`config.mk`:
```
export PLATFORM = sky130hd
export DESIGN_NAME = nor_gate_bank
export DESIGN_NICKNAME = d
export VERILOG_FILES = /design/src/rtl/nor_gate_bank.sv
export SDC_FILE = /design/constraint.sdc
export NUM_CORES = 1
export LEC_CHECK = 0
export ABC_CLOCK_PERIOD_IN_PS = 1300
export BUFFER_PORTS_ARGS = -buffer_cell sky130_fd_sc_hd__buf_4
export CORE_ASPECT_RATIO = 0.8
export CORE_MARGIN = 2
export CORE_UTILIZATION = 51
export DETAILED_ROUTE_END_ITERATION = 16
export PLACE_DENSITY = 0.82
export SYNTH_ARGS = -nofsm -noshare
export SYNTH_HDL_FRONTEND = slang
export SYNTH_SLANG_ARGS = --single-unit
```
`constraint.sdc`:
```
create_clock -name clk -period 1.3 [get_ports clk]
set_input_delay 0.065 -clock clk [delete_from_list [all_inputs] [get_ports clk]]
set_output_delay 0.065 -clock clk [all_outputs]
set_load 0.05 [all_outputs]
```
`src/rtl/nor_gate_bank.sv`:
```
// Bank of independent multi-input NOR gates with a per-channel clocked delay
// (transport or inertial) and a sticky toggle-rate oscillation monitor.
module nor_gate_bank #(
  parameter int unsigned         CHANNELS    = 3,
  parameter int unsigned         INPUTS      = 3,
  parameter int unsigned         DELAY       = 9,
  parameter logic [CHANNELS-1:0] IC          = '0,
  parameter int unsigned         INERTIAL    = 0,
  parameter int unsigned         WINDOW      = 64,
  parameter int unsigned         MAX_TOGGLES = 8
) (
  input  logic                         clk,
  input  logic                         rst,
  input  logic [CHANNELS*INPUTS-1:0]   in,
  input  logic                         osc_clr,
  output logic [CHANNELS-1:0]          y,
  output logic [CHANNELS-1:0]          osc,
  output logic                         osc_any
);

  localparam int unsigned CNT_W = (DELAY > 1) ? $clog2(DELAY) : 1;
  localparam int unsigned WC_W  = $clog2(WINDOW);
  localparam int unsigned TC_W  = $clog2(MAX_TOGGLES + 1);

  localparam logic [CNT_W-1:0] CNT_LAST = CNT_W'(DELAY - 1);
  localparam logic [WC_W-1:0]  WC_LAST  = WC_W'(WINDOW - 1);
  localparam logic [TC_W-1:0]  TC_MAX   = TC_W'(MAX_TOGGLES);

  logic [CHANNELS-1:0] n;
  logic [CHANNELS-1:0] y_now;
  logic [CHANNELS-1:0] y_next;

  always_comb begin
    n = '0;
    for (int unsigned i = 0; i < CHANNELS; i++) begin
      n[i] = ~|in[i*INPUTS +: INPUTS];
    end
  end

  generate
    if (INERTIAL != 0) begin : g_inertial
      logic [CHANNELS-1:0] y_q;
      logic [CHANNELS-1:0] y_d;
      logic [CNT_W-1:0]    cnt_q [CHANNELS];
      logic [CNT_W-1:0]    cnt_d [CHANNELS];

      // cnt counts consecutive edges at which n disagrees with y
      always_comb begin
        y_d   = y_q;
        cnt_d = cnt_q;
        for (int unsigned i = 0; i < CHANNELS; i++) begin
          if (n[i] == y_q[i]) begin
            cnt_d[i] = '0;
          end else if (cnt_q[i] == CNT_LAST) begin
            y_d[i]   = n[i];
            cnt_d[i] = '0;
          end else begin
            cnt_d[i] = cnt_q[i] + CNT_W'(1);
          end
        end
      end

      always_ff @(posedge clk) begin
        if (rst) begin
          y_q   <= IC;
          cnt_q <= '{default: '0};
        end else begin
          y_q   <= y_d;
          cnt_q <= cnt_d;
        end
      end

      always_comb begin
        y_now  = y_q;
        y_next = y_d;
      end
    end else begin : g_transport
      logic [DELAY-1:0] sr_q [CHANNELS];
      logic [DELAY-1:0] sr_d [CHANNELS];

      // Stage 0 is the LSB; the MSB is the delayed output
      always_comb begin
        y_now  = '0;
        y_next = '0;
        for (int unsigned i = 0; i < CHANNELS; i++) begin
          sr_d[i]   = (sr_q[i] << 1) | DELAY'(n[i]);
          y_now[i]  = sr_q[i][DELAY-1];
          y_next[i] = sr_d[i][DELAY-1];
        end
      end

      always_ff @(posedge clk) begin
        if (rst) begin
          for (int unsigned i = 0; i < CHANNELS; i++) begin
            sr_q[i] <= {DELAY{IC[i]}};
          end
        end else begin
          sr_q <= sr_d;
        end
      end
    end
  endgenerate

  logic [WC_W-1:0]     wc_q, wc_d;
  logic [TC_W-1:0]     tc_q [CHANNELS];
  logic [TC_W-1:0]     tc_d [CHANNELS];
  logic [CHANNELS-1:0] osc_q, osc_d;
  logic [CHANNELS-1:0] toggle;
  logic                wrap;

  // The oscillation check uses the pre-wrap count; a wrap-edge toggle opens the new window at 1
  always_comb begin
    wrap   = (wc_q == WC_LAST);
    wc_d   = wrap ? '0 : wc_q + WC_W'(1);
    toggle = y_next ^ y_now;
    osc_d  = '0;
    tc_d   = tc_q;
    for (int unsigned i = 0; i < CHANNELS; i++) begin
      osc_d[i] = (toggle[i] && (tc_q[i] == TC_MAX)) || (osc_q[i] && !osc_clr);
      if (wrap) begin
        tc_d[i] = toggle[i] ? TC_W'(1) : '0;
      end else if (toggle[i] && (tc_q[i] != TC_MAX)) begin
        tc_d[i] = tc_q[i] + TC_W'(1);
      end
    end
  end

  always_ff @(posedge clk) begin
    if (rst) begin
      wc_q  <= '0;
      tc_q  <= '{default: '0};
      osc_q <= '0;
    end else begin
      wc_q  <= wc_d;
      tc_q  <= tc_d;
      osc_q <= osc_d;
    end
  end

  assign y       = y_now;
  assign osc     = osc_q;
  assign osc_any = |osc_q;

endmodule
```
==> impl_metrics.tcl, run 1 <==
set metrics [dict create \
    crit_chain "buf_4, ha_1, inv_1, or4_4, a21oi_2" \
    synth.distinct_cells 23 \
    pwr-share-clk 0.348 \
    p_comb_frac 0.042 \
    worst_setup_path_end_kind "flop" \
    cts.sinks 48 \
    critPathSlowestCell "or4_4" \
    rsz0062_at_grt "true" \
    p_int_mw 1.90 \
    cp.required_ns 1.54 \
    drv_cap 0 \
    fmax_mhz 730 \
    critPathBufInv 2 \
    seq_power_share 0.610 \
    critPathLaunch "tc_q[5]" \
    io_pins 19 \
    hold_class "input port to flop" \
    initial_core_util 0.527 \
    coreArea_sq_um 3380 \
    path_class "flop to flop" \
    drc 0 \
    swShare 0.222 \
    critPathCapture "tc_q[6]" \
    startpoint_type "flop" \
    p_switching_mw 0.540 \
    min_period_ns 1.37 \
    synth_top_family_by_area "simple AND/OR/NAND/NOR gates" \
    layout_setup_ws_ns -0.0707 \
    io_buffers 18 \
    clk_pin_slew_ns 0.08 \
    timing.rr.end "tc_q[6]" \
    clk_path_buf_depth 2 \
    grt_pass1_vias 1381 \
    tightestPinTransition_ns 0.354 \
    fin_util 0.691 \
    ys_ff_latch 48 \
    fill_cells 241 \
    place_inst 245 \
    path_delay_family "simple AND/OR/NAND/NOR gates" \
    leakage_nw 0.926 \
    drt_iter0_drc 38 \
    crit_path_max_fanout 4 \
    yosys_warnings 0 \
    ant_nets 0 \
    area_growth_pct 31.2 \
    wl_microns 3650 \
    cp_slowest_stage_delay_ns 0.51 \
    grt_util_all_layers 0.190 \
    synthAdderAreaFrac 0.0492 \
    synth-simple-area-share 0.222 \
    clock_latency_ns 0.30 \
    reg2reg_depth 5 \
    final_common_cell "dfxtp_1" \
    h-tree-depth 2 \
    irDropWorstVdd_v 0.000767 \
    finalWeightedCongestion 0.798 \
    final_cells 265 \
    synth_area_per_cell_sq_um 10.1 \
    cp.arrival_ns 1.62 \
    muxShareOfSynthArea 0 \
    layout_common_cells "38 x dfxtp_1, 35 x buf_4, 27 x nor2b_1" \
    hpwl_microns 2360 \
    synth_xor_area_frac 0.0443 \
    ys_seq_area_frac 0.540 \
    vias 1392 \
    synth_compound_area_frac 0.111 \
    drive_gt1_frac 0.341 \
    numCtsBuffers 5 \
    row_count 19 \
    antenna_found_initial 0 \
    slew_headroom 0.763 \
    reg2reg_from "tc_q[5]" \
    synth_fp_nets 196 \
    worst-r2r-setup-slack_ns -0.07 \
    drt-wirelength-per-cell_microns 13.8 \
    viasPerCell 5.25 \
    n_antenna_cell 0 \
    cp.depth 5 \
    final_hold_viol_count 0 \
    postSynthCellCount 177 \
    drv_slew 0 \
    fin_worst_skew_ns 0.00470 \
    hold_slack_ns 0.0881 \
    outcome "finished, violations left" \
    setup_viol_count_final 3 \
    grt_start_max_net_pins 27 \
    netlist_area_sq_um 1780 \
    overflow 0 \
    dieArea_sq_um 3980 \
    cts_tree "done" \
    dr.pass1.iters 4 \
    grt_pass1_wl_microns 5870 \
    die_y_microns 56.8 \
    timing.final.crit_share 1.05 \
    fin_nets 242 \
    clock-root-buffer "clkbuf_8" \
    die_x_microns 70.0 \
    violations "negative setup slack" \
    cellPowerDensity_nw_per_um2 1040 \
]
[worst min path at each step]
stage | from | end | slack, ns | cells after the start
finish | osc_clr | osc[0] | 0.09 | 4
global route | osc_clr | osc[0] | 0.11 | 4
CTS | osc_clr | osc[0] | 0.08 | 4
detailed placement | in[2] | g_transport.sr_q[18] | 0.23 | 2
global placement | in[2] | g_transport.sr_q[18] | 0.23 | 2
floorplan | in[2] | g_transport.sr_q[18] | 0.14 | 1
[state kept, by name (all words and copies together) (netlist names)]
signal / cells
tc_q: 12
wc_q: 6
g_transport.sr_q: 24
osc: 3
y: 3
[tightest hold or removal path: cells and delay by family]
kind / cells / cell delay [ns]
buffers and inverters: 1 / 0.09
AO/OA/AOI/OAI: 1 / 0.11
AND/OR/NAND/NOR: 2 / 0.09
[synth_stat cells]
master | number | area (sq um)
clkbuf_1 | 4 | 15.0
a21oi_2 | 3 | 26.3
nor4_1 | 3 | 18.8
nand3_1 | 5 | 25.0
nand2b_1 | 3 | 18.8
nand2_1 | 2 | 7.51
nor2b_1 | 27 | 169
and3b_1 | 3 | 26.3
or3_1 | 5 | 31.3
xor2_1 | 5 | 43.8
inv_1 | 10 | 37.5
or4_4 | 3 | 33.8
xnor2_1 | 4 | 35.0
a21oi_1 | 10 | 50.1
o21ai_0 | 10 | 50.1
nor2_1 | 11 | 41.3
buf_4 | 1 | 7.51
o22ai_1 | 6 | 37.5
o2bb2ai_1 | 3 | 26.3
ha_1 | 7 | 87.6
o21bai_1 | 1 | 7.51
nand3b_1 | 3 | 22.5
dfxtp_1 | 48 | 961
[stage by stage]
step,setup slack (ns),TNS [ns],area [sq um],power [mW]
final,-0.0707,-0.112,2330,2.44
after global routing,-0.129,-0.392,2330,2.54
after CTS,-0.0507,-0.0997,2230,2.44
after detailed placement,-0.0583,-0.156,2060,1.60
after global placement,0.0105,0,2060,1.59
after floorplan,-0.0295,-0.0884,1800,1.56
[cells by family after synthesis]
group	Yosys count
compound gates	33
xor+xnor	9
fa+ha+maj	7
buf+inv	15
flops	48
simple gates	65
[per-layer routing]
layer	share of wire	GRT usage	up-vias
li1	-	-	686
met1	0.43	0.210	669
met2	0.51	0.327	30
met3	0.042	0.0736	7
met4	0.015	0.0797	0
met5	0	0	-
[final cells by class]
cell class / instances / area [sq um] / area share
sequential: 48 / 981 / 0.420
multi-input combinational: 114 / 826 / 0.354
timing repair buffer: 44 / 355 / 0.152
clock buffer: 5 / 68.8 / 0.0295
tap: 42 / 52.6 / 0.0225
inverter: 10 / 37.5 / 0.0161
clock inverter: 2 / 12.5 / 0.00536
[power by group through the flow]
stage          Combinational, mW  Clock, mW  Sequential (mW)
2_1_floorplan             0.0405          0             1.52
3_3_place_gp              0.0763          0             1.52
3_5_place_dp              0.0797          0             1.52
4_1_cts                   0.0908      0.864             1.48
5_1_grt                    0.112      0.937             1.49
6_report                   0.102      0.848             1.49
[timing repair]
action	in CTS	in global routing
hold buffers	6	2
setup endpoints to repair	5	21
hold endpoints to repair	3	1
resized for setup	7	18
setup buffers	2	4
pin swaps	0	1
Power figures use the tool's default switching activity.
==> run 2: changes to the inputs <==
Settings changed: SETUP_SLACK_MARGIN from default to 0.1.
==> run 2 against run 1 <==
  * The flow still finishes with violations (negative setup slack)
  * Via count up 2.5%
  * Wire length up 16%
  * Global-route usage up 2.2 points
  * Non-clock buffer count up 9
  * Clock-buffer cell count unchanged
  * Critical path type unchanged
  * Critical endpoint is now tc_q[2]
  * Largest power group unchanged
==> impl_metrics.tcl, run 2 (same netlist as run 1, synthesis figures left out) <==
set metrics [dict create \
    outcome "finished, violations left" \
    violations "negative setup slack" \
    critPathSlowestCell "or4_4" \
    antenna_found_initial 0 \
    p_switching_mw 0.544 \
    fmax_mhz 723 \
    io_buffers 18 \
    drv_slew 0 \
    final_cells 274 \
    numCtsBuffers 5 \
    drive_gt1_frac 0.422 \
    row_count 19 \
    cts_tree "done" \
    drv_cap 0 \
    layout_common_cells "38 x buf_4, 35 x dfxtp_1, 27 x nor2b_1" \
    crit_path_max_fanout 2 \
    reg_top3 "g_transport.sr_q: 24 flops, tc_q: 12 flops, wc_q: 6 flops" \
    placedInstanceArea_sq_um 2070 \
    dp_slack_ns -0.0730 \
    drt_iter0_drc 35 \
    grt_pass1_wl_microns 6480 \
    critPathBufInv 2 \
    vias 1427 \
    worst_setup_path_end_kind "flop" \
    hold_end "y[1]" \
    hpwl_microns 2290 \
    die_x_microns 70.0 \
    fin_nets 251 \
    wl_microns 4230 \
    cellPowerDensity_nw_per_um2 1100 \
    reg2reg_depth 5 \
    p_int_mw 2.30 \
    final_hold_viol_count 0 \
    cts.sinks 48 \
    final_common_cell "buf_4" \
    leakage_nw 1.01 \
    slew_headroom 0.749 \
    finalWeightedCongestion 0.763 \
    postLayoutCellArea_sq_um 2580 \
    crit_chain "buf_6, ha_1, inv_1, or4_4, a21oi_2" \
    min_period_ns 1.38 \
    layout_setup_ws_ns -0.0829 \
    fin_worst_skew_ns 0.00485 \
    irDropWorstVdd_v 0.000932 \
    n_antenna_cell 0 \
    grt_pass1_vias 1451 \
    drt-wirelength-per-cell_microns 15.4 \
    h-tree-depth 2 \
    place_inst 242 \
    startpoint_type "flop" \
    swShare 0.191 \
    initial_core_util 0.527 \
    largest_reg_flops 24 \
    regMostFlops "g_transport.sr_q" \
    area_growth_pct 45.0 \
    setup_viol_count_final 4 \
    timing.final.crit_share 1.06 \
    hold_slack_ns 0.0849 \
    pwr-share-clk 0.436 \
    cp.required_ns 1.53 \
    seq_power_share 0.523 \
    dr.pass1.iters 4 \
    p_comb_frac 0.041 \
    reg2reg_from "tc_q[0]" \
    clk_path_buf_depth 2 \
    dieArea_sq_um 3980 \
    tightestPinTransition_ns 0.375 \
    clk_pin_slew_ns 0.08 \
    cp_slowest_stage_delay_ns 0.53 \
    coreArea_sq_um 3380 \
    grt_start_max_net_pins 21 \
    die_y_microns 56.8 \
    cp.arrival_ns 1.62 \
    viasPerCell 5.21 \
    whs_path_depth 2 \
    timing.rr.end "tc_q[2]" \
    clock-root-buffer "clkbuf_8" \
    tns_ns -0.174 \
    hold_class "input port to flop" \
    overflow 0 \
    path_delay_family "simple AND/OR/NAND/NOR gates" \
    worst-r2r-setup-slack_ns -0.08 \
    path_class "flop to flop" \
    clock_latency_ns 0.30 \
    drc 0 \
    rsz0062_at_grt "true" \
    hold_start "rst" \
    ant_nets 0 \
    io_pins 19 \
    grt_util_all_layers 0.212 \
]
[run 2: metrics by stage]
stage	util	total power, mW
finish	0.764	2.85
global route	0.764	2.93
CTS	0.726	2.85
detailed placement	0.613	1.61
global placement	0.613	1.60
floorplan	-	1.56
[run 2: power by group through the flow]
stage | combinational [mW] | sequential [mW] | clock [mW]
6_report | 0.117 | 1.49 | 1.24
5_1_grt | 0.127 | 1.49 | 1.31
4_1_cts | 0.114 | 1.49 | 1.25
3_5_place_dp | 0.0886 | 1.52 | 0
3_3_place_gp | 0.0845 | 1.52 | 0
2_1_floorplan | 0.0433 | 1.52 | 0
[run 2: area by class of cell]
cell class	count	area (sq um)
flip-flops and latches	48	985
well taps	42	52.6
repair buffers	53	455
clock inverters	2	60.1
clock buffers	5	68.8
fillers	202	796
inverters	10	37.5
multi-input cells	114	921
[run 2: worst max path at each step]
| stage | from | endpoint | cells past startpoint | slack, ns |
|---|---|---|---|---|
| after detailed placement | tc_q[1] | tc_q[2] | 5 | -0.07 |
| after floorplan | tc_q[8] | tc_q[10] | 5 | -0.03 |
| after global routing | tc_q[0] | tc_q[2] | 5 | -0.16 |
| after CTS | tc_q[4] | tc_q[6] | 5 | -0.02 |
| final | tc_q[0] | tc_q[2] | 5 | -0.08 |
| after global placement | tc_q[8] | tc_q[10] | 5 | 0.00009 |
[run 2: routing by layer]
| layer | GRT usage | wire length, microns | vias to the layer above |
|---|---|---|---|
| met4 | 0.102 | 67 | 0 |
| met5 | 0 | 0 | - |
| met2 | 0.384 | 2230 | 31 |
| li1 | - | - | 706 |
| met1 | 0.230 | 1780 | 682 |
| met3 | 0.0539 | 146 | 8 |
[run 2: timing repair]
item                                    4_1_cts  5_1_grt
setup buffers                                 9        8
resized for setup                            28       16
hold buffers                                  9        0
pin swaps                                     4        9
endpoints found under the hold margin         3        0
endpoints found under the setup margin       20       19
==> run 3: changes to the inputs <==
Settings changed: CORE_MARGIN 2 to 8, SLEW_MARGIN from default to 20.
==> run 3 against run 2 <==
  * The run still ends with negative setup slack left
  * Setup slack improved by 0.0082 ns
  * Clock skew barely moved
  * Clock-buffer cell count rose by 1
  * Non-clock buffer count fell by 2
  * Sequential share of layout area barely moved
  * Sequential power barely moved
  * Global-route usage fell by 5.8 points
  * Critical path depth did not move
  * Maximum frequency rose by 0.60%
  * Critical endpoint is now tc_q[6]
==> impl_metrics.tcl, run 3 (same netlist as run 1, synthesis figures left out) <==
set metrics [dict create \
    finalWeightedCongestion 0.780 \
    irDropWorstVdd_v 0.000985 \
    drive_gt1_frac 0.442 \
    seq_area_sq_um 987 \
    cp.arrival_ns 1.62 \
    vias 1429 \
    grt_start_max_net_pins 21 \
    dieArea_sq_um 5650 \
    grt_util_all_layers 0.154 \
    hpwl_microns 2360 \
    p_total_mw 2.73 \
    fin_util 0.766 \
    coreArea_sq_um 3380 \
    clk_pin_slew_ns 0.09 \
    drv_slew 0 \
    drt_iter0_drc 95 \
    drv_cap 0 \
    cts_tree "done" \
    rsz0062_at_grt "true" \
    final_hold_viol_count 0 \
    viasPerCell 5.23 \
    die_y_microns 68.8 \
    multiInputGateArea_sq_um 951 \
    grt_pass1_vias 1383 \
    setup_viol_count_final 3 \
    largest_reg_flops 24 \
    postLayoutCellArea_sq_um 2590 \
    antenna_found_initial 0 \
    regMostFlops "g_transport.sr_q" \
    hold_class "input port to flop" \
    grt_pass1_wl_microns 6530 \
    seq_power_share 0.546 \
    drt-wirelength-per-cell_microns 15.9 \
    tightestPinTransition_ns 0.426 \
    min_period_ns 1.37 \
    p_comb_frac 0.042 \
    reg_top3 "g_transport.sr_q: 24 flops, tc_q: 12 flops, wc_q: 6 flops" \
    swShare 0.203 \
    final_cells 273 \
    initial_core_util 0.527 \
    fmax_mhz 727 \
    drc 0 \
    violations "negative setup slack" \
    n_antenna_cell 0 \
    h-tree-depth 2 \
    p_switching_mw 0.554 \
    tns_ns -0.194 \
    slew_headroom 0.715 \
    outcome "finished, violations left" \
    final_common_cell "buf_4" \
    fill_cells 197 \
    place_inst 244 \
    worst_setup_path_end_kind "flop" \
    path_class "flop to flop" \
    crit_path_max_fanout 3 \
    die_x_microns 82.0 \
    fin_nets 249 \
    clk_path_buf_depth 2 \
    area_growth_pct 45.4 \
    fin_worst_skew_ns 0.00442 \
    io_buffers 18 \
    cts.sinks 48 \
    clock-root-buffer "clkbuf_8" \
    p_int_mw 2.17 \
    startpoint_type "flop" \
    pwr-share-clk 0.411 \
    cp.required_ns 1.54 \
    layout_setup_ws_ns -0.0747 \
    wl_microns 4340 \
    cellPowerDensity_nw_per_um2 1050 \
    dr.pass1.iters 5 \
    leakage_nw 1.00 \
    layout_common_cells "37 x buf_4, 33 x dfxtp_1, 27 x nor2b_1" \
    timing.final.crit_share 1.06 \
    placedInstanceArea_sq_um 2070 \
    ant_nets 0 \
    io_pins 19 \
    numCtsBuffers 5 \
    clock_latency_ns 0.30 \
    row_count 19 \
    overflow 0 \
]
==> run 3: layer usage <==
metal / vias up / global-route usage / wire length [microns]
li1: 701 / - / -
met1: 682 / 0.157 / 1740
met2: 37 / 0.288 / 2330
met3: 9 / 0.0466 / 192
met4: 0 / 0.0655 / 78
met5: - / 0 / 0
==> run 3: power groups by stage <==
stage,Combinational (mW),Sequential [mW],Clock (mW)
floorplan,0.0433,1.52,0
finish,0.116,1.49,1.12
detailed placement,0.0866,1.52,0
global route,0.130,1.49,1.21
global placement,0.0828,1.52,0
CTS,0.112,1.49,1.13
==> run 3: what timing repair did <==
item                                    CTS  global route
endpoints found under the setup margin   20            20
setup buffers                             9             3
hold buffers                              9             0
pin swaps                                 7            11
hold endpoints to repair                  3             0
gates resized for setup                  28            22
==> run 3: critical path, stage by stage (launching register included) <==
cell,delay [ns]
dfxtp_2,0.37
inv_2,0.06
ha_4,0.15
and3b_2,0.20
or4_4,0.42
a21oi_2,0.12
==> run 3: stage by stage <==
step / worst slack (ns) / hold WS, ns
floorplan: -0.0295 / 0.137
global placement: 0.00243 / 0.222
detailed placement: -0.0593 / 0.226
CTS: -0.0282 / 0.0653
global route: -0.107 / 0.0672
finish: -0.0747 / 0.0656
==> run 3: worst paths after layout <==
kind                        start                   end  slack (ns)  cells after the start
min                       osc_clr                osc[2]        0.07                      4
min reg2reg  g_transport.sr_q[24]  g_transport.sr_q[25]        0.44                      1
max reg2reg               tc_q[5]               tc_q[6]       -0.07                      5
max                       tc_q[5]               tc_q[6]       -0.07                      5
==> run 3: area by class of cell <==
cell class / count / share of cell area
flip-flops and latches: 48 / 0.382
clock buffers: 6 / 0.0319
well taps: 42 / 0.0203
multi-input cells: 114 / 0.368
inverters: 10 / 0.0145
clock inverters: 2 / 0.0150
repair buffers: 51 / 0.169
